File: src/rtl/hist_reader_if.sv
// Histogram read port plus the bin stream to the display/UART back end.
// master = hist_reader; slave = the histogram source and stream consumer.
interface hist_reader_if #(
  parameter int unsigned VALUE_BITS = 16,
  parameter int unsigned BAR_BITS   = 8
);
  logic                  hist_switch;
  logic [7:0]            hist_address;
  logic [VALUE_BITS-1:0] hist_value;
  logic                  out_valid;
  logic                  out_ready;
  logic [7:0]            out_bin;
  logic [VALUE_BITS-1:0] out_count;
  logic [BAR_BITS-1:0]   out_bar;

  modport master (
    output hist_switch, hist_address, out_valid, out_bin, out_count, out_bar,
    input  hist_value, out_ready
  );

  modport slave (
    input  hist_switch, hist_address, out_valid, out_bin, out_count, out_bar,
    output hist_value, out_ready
  );
endinterface

File: src/rtl/hist_reader.sv
// Histogram read-out client: pass 1 finds peak bin and total, pass 2 streams
// every bin as {bin, count, normalized bar} over valid/ready.
module hist_reader #(
  parameter int unsigned BINS       = 256,
  parameter int unsigned VALUE_BITS = 16,
  parameter int unsigned BAR_BITS   = 8
) (
  input  logic                  hist_clk,
  input  logic                  reset,
  input  logic                  start,
  input  logic                  hist_sel,
  hist_reader_if.master         hist,
  output logic                  busy,
  output logic                  done,
  output logic [VALUE_BITS-1:0] max_value,
  output logic [7:0]            max_bin,
  output logic [23:0]           total,
  output logic [3:0]            shift_amt
);

  localparam logic [7:0] LAST_BIN = 8'(BINS - 1);

  typedef enum logic [2:0] {IDLE, SCAN, STREAM_RD, STREAM_OUT, DONE} state_t;

  state_t     state_q, state_d;
  logic [4:0] bit_len;

  always_ff @(posedge hist_clk) begin
    if (reset) state_q <= IDLE;
    else       state_q <= state_d;
  end

  always_comb begin
    state_d = state_q;
    busy    = 1'b0;
    done    = 1'b0;
    case (state_q)
      IDLE: if (start) state_d = SCAN;
      SCAN: begin
        busy = 1'b1;
        if (hist.hist_address == LAST_BIN) state_d = STREAM_RD;
      end
      STREAM_RD: begin
        busy    = 1'b1;
        state_d = STREAM_OUT;
      end
      STREAM_OUT: begin
        busy = 1'b1;
        if (hist.out_ready)
          state_d = (hist.out_bin == LAST_BIN) ? DONE : STREAM_RD;
      end
      DONE: begin
        done    = 1'b1;
        state_d = IDLE;
      end
      default: state_d = IDLE;
    endcase
  end

  // Normalization shift keeps the peak within BAR_BITS; derived from the held peak.
  always_comb begin
    bit_len = '0;
    for (int unsigned i = 0; i < VALUE_BITS; i++)
      if (max_value[i]) bit_len = 5'(i + 1);
    shift_amt = (bit_len > 5'(BAR_BITS)) ? 4'(bit_len - 5'(BAR_BITS)) : '0;
  end

  always_ff @(posedge hist_clk) begin
    if (reset) begin
      hist.hist_switch  <= 1'b0;
      hist.hist_address <= '0;
      hist.out_valid    <= 1'b0;
      hist.out_bin      <= '0;
      hist.out_count    <= '0;
      hist.out_bar      <= '0;
      max_value         <= '0;
      max_bin           <= '0;
      total             <= '0;
    end else begin
      case (state_q)
        IDLE: if (start) begin
          hist.hist_switch  <= hist_sel;
          hist.hist_address <= '0;
          max_value         <= '0;
          max_bin           <= '0;
          total             <= '0;
        end
        SCAN: begin
          // hist_value is combinational on the current address, so the bin
          // sampled at this edge is the one hist_address presents now.
          total <= total + 24'(hist.hist_value);
          if (hist.hist_value > max_value) begin
            max_value <= hist.hist_value;
            max_bin   <= hist.hist_address;
          end
          if (hist.hist_address == LAST_BIN) hist.hist_address <= '0;
          else                               hist.hist_address <= hist.hist_address + 8'd1;
        end
        STREAM_RD: begin
          hist.out_bin   <= hist.hist_address;
          hist.out_count <= hist.hist_value;
          hist.out_bar   <= BAR_BITS'(hist.hist_value >> shift_amt);
          hist.out_valid <= 1'b1;
        end
        STREAM_OUT: if (hist.out_ready) begin
          hist.out_valid <= 1'b0;
          if (hist.out_bin != LAST_BIN) hist.hist_address <= hist.hist_address + 8'd1;
        end
        default: ;
      endcase
    end
  end

endmodule

File: src/flat_wrapper.sv
// flat-port wrapper written by rule: the top's interface ports become plain ports
module hist_reader_flat 
#(
  parameter int unsigned BINS       = 256,
  parameter int unsigned VALUE_BITS = 16,
  parameter int unsigned BAR_BITS   = 8
)
  (hist_clk, reset, start, hist_sel, busy, done, max_value, max_bin, total, shift_amt, hist_hist_switch, hist_hist_address, hist_out_valid, hist_out_bin, hist_out_count, hist_out_bar, hist_hist_value, hist_out_ready);
  hist_reader_if #(.VALUE_BITS(VALUE_BITS), .BAR_BITS(BAR_BITS)) hist_i ();
  input  logic hist_clk;
  input  logic reset;
  input  logic start;
  input  logic hist_sel;
  output logic busy;
  output logic done;
  output logic [VALUE_BITS-1:0] max_value;
  output logic [7:0] max_bin;
  output logic [23:0] total;
  output logic [3:0] shift_amt;
  output wire logic [$bits(hist_i.hist_switch)-1:0] hist_hist_switch;
  output wire logic [$bits(hist_i.hist_address)-1:0] hist_hist_address;
  output wire logic [$bits(hist_i.out_valid)-1:0] hist_out_valid;
  output wire logic [$bits(hist_i.out_bin)-1:0] hist_out_bin;
  output wire logic [$bits(hist_i.out_count)-1:0] hist_out_count;
  output wire logic [$bits(hist_i.out_bar)-1:0] hist_out_bar;
  input wire logic [$bits(hist_i.hist_value)-1:0] hist_hist_value;
  input wire logic [$bits(hist_i.out_ready)-1:0] hist_out_ready;
  assign hist_hist_switch = hist_i.hist_switch;
  assign hist_hist_address = hist_i.hist_address;
  assign hist_out_valid = hist_i.out_valid;
  assign hist_out_bin = hist_i.out_bin;
  assign hist_out_count = hist_i.out_count;
  assign hist_out_bar = hist_i.out_bar;
  assign hist_i.hist_value = hist_hist_value;
  assign hist_i.out_ready = hist_out_ready;
  hist_reader #(.BINS(BINS), .VALUE_BITS(VALUE_BITS), .BAR_BITS(BAR_BITS)) u_core (.hist_clk(hist_clk), .reset(reset), .start(start), .hist_sel(hist_sel), .hist(hist_i), .busy(busy), .done(done), .max_value(max_value), .max_bin(max_bin), .total(total), .shift_amt(shift_amt));
endmodule
File: config.mk
export PLATFORM = sky130hd
export DESIGN_NAME = hist_reader_flat
export DESIGN_NICKNAME = d
export VERILOG_FILES = /design/src/rtl/hist_reader_if.sv /design/src/rtl/hist_reader.sv /design/src/flat_wrapper.sv
export SDC_FILE = /design/constraint.sdc
export NUM_CORES = 1
export LEC_CHECK = 0
export CAP_MARGIN = 20
export CORE_MARGIN = 2
export CORE_UTILIZATION = 55
export DETAILED_ROUTE_END_ITERATION = 6
export PLACE_DENSITY = 0.94
export SLEW_MARGIN = 20
export SYNTH_ARGS = -nofsm -noshare
export SYNTH_HDL_FRONTEND = slang
export SYNTH_SLANG_ARGS = --single-unit
File: constraint.sdc
create_clock -name hist_clk -period 3.4 [get_ports hist_clk]
set_input_delay 0.68 -clock hist_clk [delete_from_list [all_inputs] [get_ports hist_clk]]
set_output_delay 0.68 -clock hist_clk [all_outputs]
set_load 0.005 [all_outputs]
Word-level counts from Yosys, hierarchy flattened. Index checks and enable logic that the tools add are counted.

Bits of input ports: 21. Register bits: 93. Output and inout bits: 96.

$lt $le $gt $ge: 2. Shift operators: 1. Reductions and logical operators: 11. Add/subtract/negate cells: 3. Eq/ne operators: 12. Multiplexer cells: 38.

Operator list (count): one-hot mux 24 bit (2 select lines) (1); two-way mux 8 bit (5); two-way mux 4 bit (9); two-way mux 16 bit (2); one-hot mux 16 bit (2 select lines) (1); adder 24 x 16 -> 24 bit (1); two-way mux 24 bit (1); two-way mux 3 bit (8); one-hot mux 8 bit (3 select lines) (1); equality test 8 bit (second input constant) (2); greater-than comparator 16 bit (1); one-hot mux 8 bit (2 select lines) (1); >> shifter 16 x 4 -> 8 bit (1); one-hot mux 3 bit (4 select lines) (1); adder 8 x 1 -> 8 bit (second input constant) (1); inequality test 8 bit (second input constant) (1); equality test 3 x 2 -> 1 bit (second input constant) (2); inequality test 2 x 1 -> 1 bit (second input constant) (3); AND reduction 2 bit (3); AND reduction 3 bit (2); greater-than comparator 5 x 4 -> 1 bit (second input constant) (1); two-way mux 5 bit (1); two-way mux 1 bit (4); two-way mux 2 bit (2); 10 further kinds (12).

Longest topological paths before layout. Gate-level depths: netlist of run 1.

Depth in word-level cells: 19. Gate-level depth with buffers: 10.

Worst setup path after synthesis of run 1. Ideal clock, no wire load.

Kind: input to register. Start: input hist_hist_value[0]. End: register u_core.total[22]. Slack: 0.862 ns. Stages: 9. Required time: 3.268 ns. Data arrival time: 2.406 ns. Cell sequence: ha_1 > fa_1 > a211oi_1 > o21ai_1 > a21oi_1 > o311ai_1 > o21ai_1 > or3_1 > a21oi_1.

Cells in the longest elaborated chain, start to end: 2.

Ends and longest elaborated chain: from (decl) (RTL line flat_wrapper.sv:26) `input wire logic [$bits(hist_i.hist_value)-1:0] hist_hist_value;`; adder 24 x 16 -> 24 bit (RTL line hist_reader.sv:91) `total <= total + 24'(hist.hist_value);`; one-hot mux 24 bit (2 select lines) (RTL line hist_reader.sv:80) `case (state_q)`; to (signal assigned) (RTL line hist_reader.sv:91); to (decl) (RTL line hist_reader.sv:17) `output logic [23:0] total,`.

Every way passes these cells. A chain may end at the register's enable or synchronous reset.

Worst setup path after layout of run 1. Ends and elaborated chain as after synthesis.

==> out/results.txt, run 1 <==
core area: 9240 sq um
HP Class: reg -> reg
Avg Cell Area, Syn: 8.36 sq um
Synth Area in Compound Gates: 24.3%
commonest non-fill, non-tap cell in the layout: clkdlybuf4s50_1
most frequent cells in the layout: 115 x clkdlybuf4s50_1, 93 x dfxtp_1, 77 x nand2_1
cell row count: 35
number of I/O port buffers: 116
Cell Area, Placed: 6690 sq um
I/O pin total: 117
EDFF count, synth: 0
post-route ant nets: 0
CTS tree: done
leakage power total: 2.68 nW
Post-CTS Resized: 0
WP data required: 3700 ps
area share of and/or/nand/nor cells after synthesis: 18.9%
f_max: 0.322 GHz
Post-DP HPWL: 12.1 mm
cts bufs inserted: 9
adder-cell share of the synthesized area: 8.27%
layout cell share with drive strength beyond 1: 10.2%
number of synthesized register bits: 93
total nets after synthesis: 681
Critical Path End Type: register
DRC viols: 0
drt first pass iters: 7
CP Max Fanout: 8
Peak VDD IR: 0.229 mV
post-DR vias/cell: 6.14
WL per Instance: 18.0 um
sequential area share after synthesis: 35.6%
critical path type: in -> reg
min Tclk post-route: 3100 ps
Vias: 5489
synth unique cells: 70
clk sinks: 93
Initial Util: 56.7%
ys async rst share: 0%
Main synth FF type: dfxtp_1
clk_lat worst skew: 360 ps
GRT Resource Usage Total: 31.6%
Slew Limit Fails: 0
largest family of logic cells by synthesized area: compound AO/OA/AOI/OAI gates
Post-Synth XOR/XNOR Area: 2.84%
PwrDens: 377 nW/um^2
Relative slew margins: 44.1%
CTS H-tree lvls: 3
Area growth syn-to-layout: 31.5%
Max Root-Sink Buffers: 2
post-CTS setup buffers: 0
synthesized netlist cell count: 626
CTS root buf: clkbuf_8
largest net degree at the start of global routing: 35
Setup crit start kind: primary input
final period utilization: 91.3%
global-route wire length before repair: 25.7 mm
initial antenna violation count: 0
die area: 10300 sq um
Post-Route WL: 16.1 mm
YS warnings: 0
final core occ: 74.5%
# hold bufs at CTS: 0
die width: 102 um
number of nets in the layout: 815
fillcell total: 671
Crit path arrival time: 3400 ps
initial DRC count: 479
clock slew seen by the registers of the worst setup and hold paths: 110 ps
gpl congestion: 0.916
Max Clock Skew: 12.8 ps
vias in the first global route: 5184
Slew @ Worst Pin: 825 ps
setup violators final: 0
Hold WS: 460 ps
GRT Residual Overflow: 0
mapped cell area: 5240 sq um
Power, Total: 2.60 mW
number of max-capacitance violations reported: 0
antenna cell count: 0
final hold violations: 0
status: complete, no violations
Chip Height: 102 um
post-synthesis mux area share: 5.50%
post-route cell area: 6890 sq um
RSZ-0062 raised after global routing: false
## state kept, by name (all words and copies together) (netlist names)
| name | count |
|---|---|
| u_core.hist.out_bin | 8 |
| u_core.hist.out_bar | 8 |
| u_core.hist.out_count | 16 |
| u_core.hist.hist_address | 8 |
| u_core.max_value | 16 |
| u_core.state_q | 3 |
| u_core.max_bin | 8 |
| u_core.hist.out_valid | 1 |
| u_core.total | 24 |
| u_core.hist.hist_switch | 1 |
## critical path, stage by stage
cell and delay, ps:
clkdlybuf4s50_1 520, ha_1 290, fa_1 410, a211oi_1 300, o21ai_1 150, a21oi_1 230, o311ai_1 140, o21ai_1 320
o211ai_1 190, a21oi_1 170
## power breakdown
part	total (mW)	switching, mW	internal, mW
combinational	0.687	0.375	0.312
sequential	1.19	0.0512	1.14
clock	0.721	0.437	0.284
total	2.60	0.863	1.73
## through the flow
step | setup WS (ps) | std cells | TNS [ps]
after global placement | 136 | 878 | 0
after detailed placement | -5.72 | 878 | -5.72
final | 295 | 894 | 0
after global routing | 91.9 | 894 | 0
after CTS | 376 | 894 | 0
after floorplan | 862 | 626 | 0
## kinds of logic (layout without fill, tap and decap cells)
logic type,after synthesis,in the layout
buffers and inverters,56,195
AOI/OAI and AO/OA,185,185
muxes,24,24
xor gates and xnor gates,17,17
adders and majority gates,34,34
and+or+nand+nor,217,217
DFF,93,93
## final cells by class
| class | instances | area, sq um | share of cell area, % |
|---|---|---|---|
| Multi-Input combinational cell | 477 | 3140 | 45.6 |
| Sequential cell | 93 | 1860 | 27.0 |
| Timing Repair Buffer | 153 | 1430 | 20.8 |
| Tap cell | 129 | 161 | 2.34 |
| Clock buffer | 9 | 124 | 1.80 |
| Inverter | 26 | 97.6 | 1.42 |
| Clock inverter | 7 | 67.6 | 0.981 |
## Yosys cell counts, types with 3 or more instances
cell type | n | area [sq um]
a21o_1 | 3 | 22.5
nor2b_1 | 5 | 31.3
mux2i_1 | 13 | 130
o21a_1 | 6 | 45.0
xnor2_1 | 8 | 70.1
or3_1 | 6 | 37.5
dfxtp_1 | 93 | 1860
nor3_1 | 14 | 70.1
a211oi_1 | 10 | 75.1
nand2_1 | 77 | 289
xor2_1 | 9 | 78.8
inv_1 | 24 | 90.1
buf_2 | 8 | 40.0
o221ai_1 | 3 | 26.3
nand3_1 | 10 | 50.1
a221oi_1 | 3 | 26.3
o211ai_1 | 9 | 67.6
mux2_2 | 8 | 90.1
ha_1 | 33 | 413
o31ai_1 | 4 | 30.0
nand2b_1 | 4 | 25.0
a22o_1 | 23 | 201
clkbuf_1 | 18 | 67.6
a22oi_1 | 13 | 97.6
o21ai_1 | 3 | 15.0
a211o_1 | 3 | 26.3
a21oi_1 | 51 | 255
o21ai_0 | 26 | 130
nand4_1 | 11 | 68.8
a31oi_1 | 4 | 25.0
and3_1 | 9 | 56.3
nor2_1 | 65 | 244
## layer usage
layer | vias up | wire length [um] | global-route usage [%]
met2 | 304 | 7610 | 52.5
met5 | - | 0 | 0
met3 | 54 | 1480 | 5.52
met4 | 0 | 410 | 11.0
met1 | 2570 | 6600 | 41.4
li1 | 2561 | - | -
## path summary, 6_finish.rpt
| check | from | endpoint | slack (ps) | depth (start not counted) |
|---|---|---|---|---|
| max | hist_hist_value[0] | u_core.total[22]$_SDFFE_PP0P_ | 300 | 10 |
| min | u_core.hist.out_count[0]$_SDFFE_PP0P_ | u_core.hist.out_count[0]$_SDFFE_PP0P_ | 460 | 2 |
| max reg2reg | u_core.max_value[12]$_SDFFE_PP0P_ | u_core.max_bin[6]$_SDFFE_PP0P_ | 740 | 10 |
| min reg2reg | u_core.hist.out_count[0]$_SDFFE_PP0P_ | u_core.hist.out_count[0]$_SDFFE_PP0P_ | 460 | 2 |
(Power assumes the default switching activity.)
==> inputs of run 2 (changes only) <==
Settings changed: CELL_PAD_IN_SITES_DETAIL_PLACEMENT set to 1, CELL_PAD_IN_SITES_GLOBAL_PLACEMENT set to 2, CORE_UTILIZATION 55 to 32.
==> run 2 against run 1 <==
- critical path depth stayed put
- sequential share of layout area down 0.80 points
- global-route usage decreased by 9.3 points
- clock power grew 41%
- largest power group unchanged
- die area is 69% higher
- combinational power is 3.9% higher
- routed wire length up 19%
- setup slack gained 89 ps
- clock skew decreased by 4.6 ps
- sequential power barely moved
- core utilization down 30 points
- final cell count is 9.6% higher
==> out/results.txt, run 2 (synthesis results as in run 1) <==
status: complete, no violations
number of nets in the layout: 814
Setup crit start: hist_hist_value[0]
clock slew seen by the registers of the worst setup and hold paths: 70 ps
Area growth syn-to-layout: 35.5%
Initial Util: 32.8%
final hold violations: 0
multi-input logic area: 3140 sq um
Biggest register: u_core.total
RR Endpoint: u_core.max_bin[7]$_SDFFE_PP0P_
Max Clock Skew: 8.14 ps
Chip Height: 132 um
DRC viols: 0
CTS tree: done
final core occ: 44.5%
WP data required: 3680 ps
cell row count: 46
RSZ-0062 raised after global routing: false
most frequent cells in the layout: 115 x clkdlybuf4s50_1, 93 x dfxtp_1, 77 x nand2_1
CTS root buf: clkbuf_16
layout cell share with drive strength beyond 1: 10.1%
post-DR vias/cell: 5.51
Post-CTS Resized: 0
Crit path arrival time: 3300 ps
initial DRC count: 315
post-CTS setup buffers: 0
GRT Residual Overflow: 0
worst-path cell chain: clkdlybuf4s50_1 > ha_1 > fa_1 > a211oi_1 > o21ai_1 > a21oi_1 > o311ai_1 > o21ai_1 > o211ai_1 > a21oi_1
Relative slew margins: 37.6%
Power, Total: 2.92 mW
PwrDens: 411 nW/um^2
area taken by flip-flops and latches: 1860 sq um
WL per Instance: 19.6 um
core area: 15900 sq um
largest net degree at the start of global routing: 32
drt first pass iters: 4
setup violators final: 0
# hold bufs at CTS: 0
commonest non-fill, non-tap cell in the layout: clkdlybuf4s50_1
Post-Route Setup TNS: 0 ps
Max stage delay on crit path: 490 ps
Max Root-Sink Buffers: 2
CP Max Fanout: 8
global-route wire length before repair: 31.2 mm
Reg2Reg Depth: 10
number of max-capacitance violations reported: 0
cts bufs inserted: 9
Peak VDD IR: 0.254 mV
final period utilization: 88.7%
post-route ant nets: 0
Setup crit start kind: primary input
vias in the first global route: 5591
Slew Limit Fails: 0
GRT Resource Usage Total: 22.3%
max reg flops: 24
Critical Path Slowest Stage Cell: clkdlybuf4s50_1
Post-Route WL: 19.2 mm
Worst R2R Setup Slack: 800 ps
I/O pin total: 117
die area: 17400 sq um
Vias: 5395
critical path type: in -> reg
Post-DP HPWL: 14.7 mm
clk_lat worst skew: 360 ps
f_max: 0.332 GHz
critical path endpoint: u_core.total[20]$_SDFFE_PP0P_
clk sinks: 93
leakage power total: 2.72 nW
gpl congestion: 0.975
CTS H-tree lvls: 3
number of I/O port buffers: 116
Slew @ Worst Pin: 922 ps
die width: 132 um
HP Class: reg -> reg
Critical Path End Type: register
initial antenna violation count: 0
Largest regs: u_core.total x24, u_core.hist.out_count x16, u_core.max_value x16
RR Startpoint: u_core.max_value[12]$_SDFFE_PP0P_
fillcell total: 1906
min Tclk post-route: 3020 ps
antenna cell count: 0
## run 2: worst max-delay path, delay by kind of cell
kind / cells / cell delay (ps)
compound gates: 7 / 1450
fa+ha+maj: 2 / 680
buf+inv: 1 / 490
## run 2: per-layer routing
metal,global-route usage (%),up-vias,routed length (um)
met1,28.5,2649,8450
met2,37.9,165,9360
met3,5.15,23,1070
met5,0,-,0
li1,-,2558,-
met4,5.68,0,297
## run 2: worst min path at each step
stage | cells after the start | slack, ps | startpoint | endpoint
final | 2 | 460 | u_core.hist.out_count[7]$_SDFFE_PP0P_ | u_core.hist.out_count[7]$_SDFFE_PP0P_
after global routing | 2 | 490 | u_core.hist.out_count[4]$_SDFFE_PP0P_ | u_core.hist.out_count[4]$_SDFFE_PP0P_
after global placement | 2 | 440 | u_core.hist.out_count[4]$_SDFFE_PP0P_ | u_core.hist.out_count[4]$_SDFFE_PP0P_
after detailed placement | 2 | 450 | u_core.hist.out_count[8]$_SDFFE_PP0P_ | u_core.hist.out_count[8]$_SDFFE_PP0P_
after floorplan | 2 | 450 | u_core.hist.out_bar[2]$_SDFFE_PP0P_ | u_core.hist.out_bar[2]$_SDFFE_PP0P_
after CTS | 2 | 470 | u_core.hist.out_count[8]$_SDFFE_PP0P_ | u_core.hist.out_count[8]$_SDFFE_PP0P_
## run 2: cell type report
type,count,area share [%]
clock buffer,9,3.17
tap,216,3.81
clock inverter,7,0.882
sequential,93,26.2
inverter,26,1.38
timing repair buffer,152,20.3
multi-input combinational,477,44.2
## run 2: stage by stage
| stage | area [sq um] | instances | setup WS, ps | hold WS, ps |
|---|---|---|---|---|
| final | 7100 | 980 | 384 | 463 |
| after global routing | 7100 | 980 | 178 | 490 |
| after detailed placement | 6810 | 964 | 61.0 | 452 |
| after global placement | 6810 | 964 | 141 | 444 |
| after floorplan | 5240 | 626 | 862 | 449 |
| after CTS | 7100 | 980 | 409 | 465 |
## run 2: power by group
group	internal [mW]	leakage [nW]	switching, mW
sequential	1.14	0.753	0.0529
clock	0.515	0.145	0.500
combinational	0.319	1.82	0.395
==> inputs of run 3 (changes only) <==
Settings changed: ABC_CLOCK_PERIOD_IN_PS set to 3400.
==> results of run 3 <==
No change in the layout: final DEF, timing and power equal those of run 2.
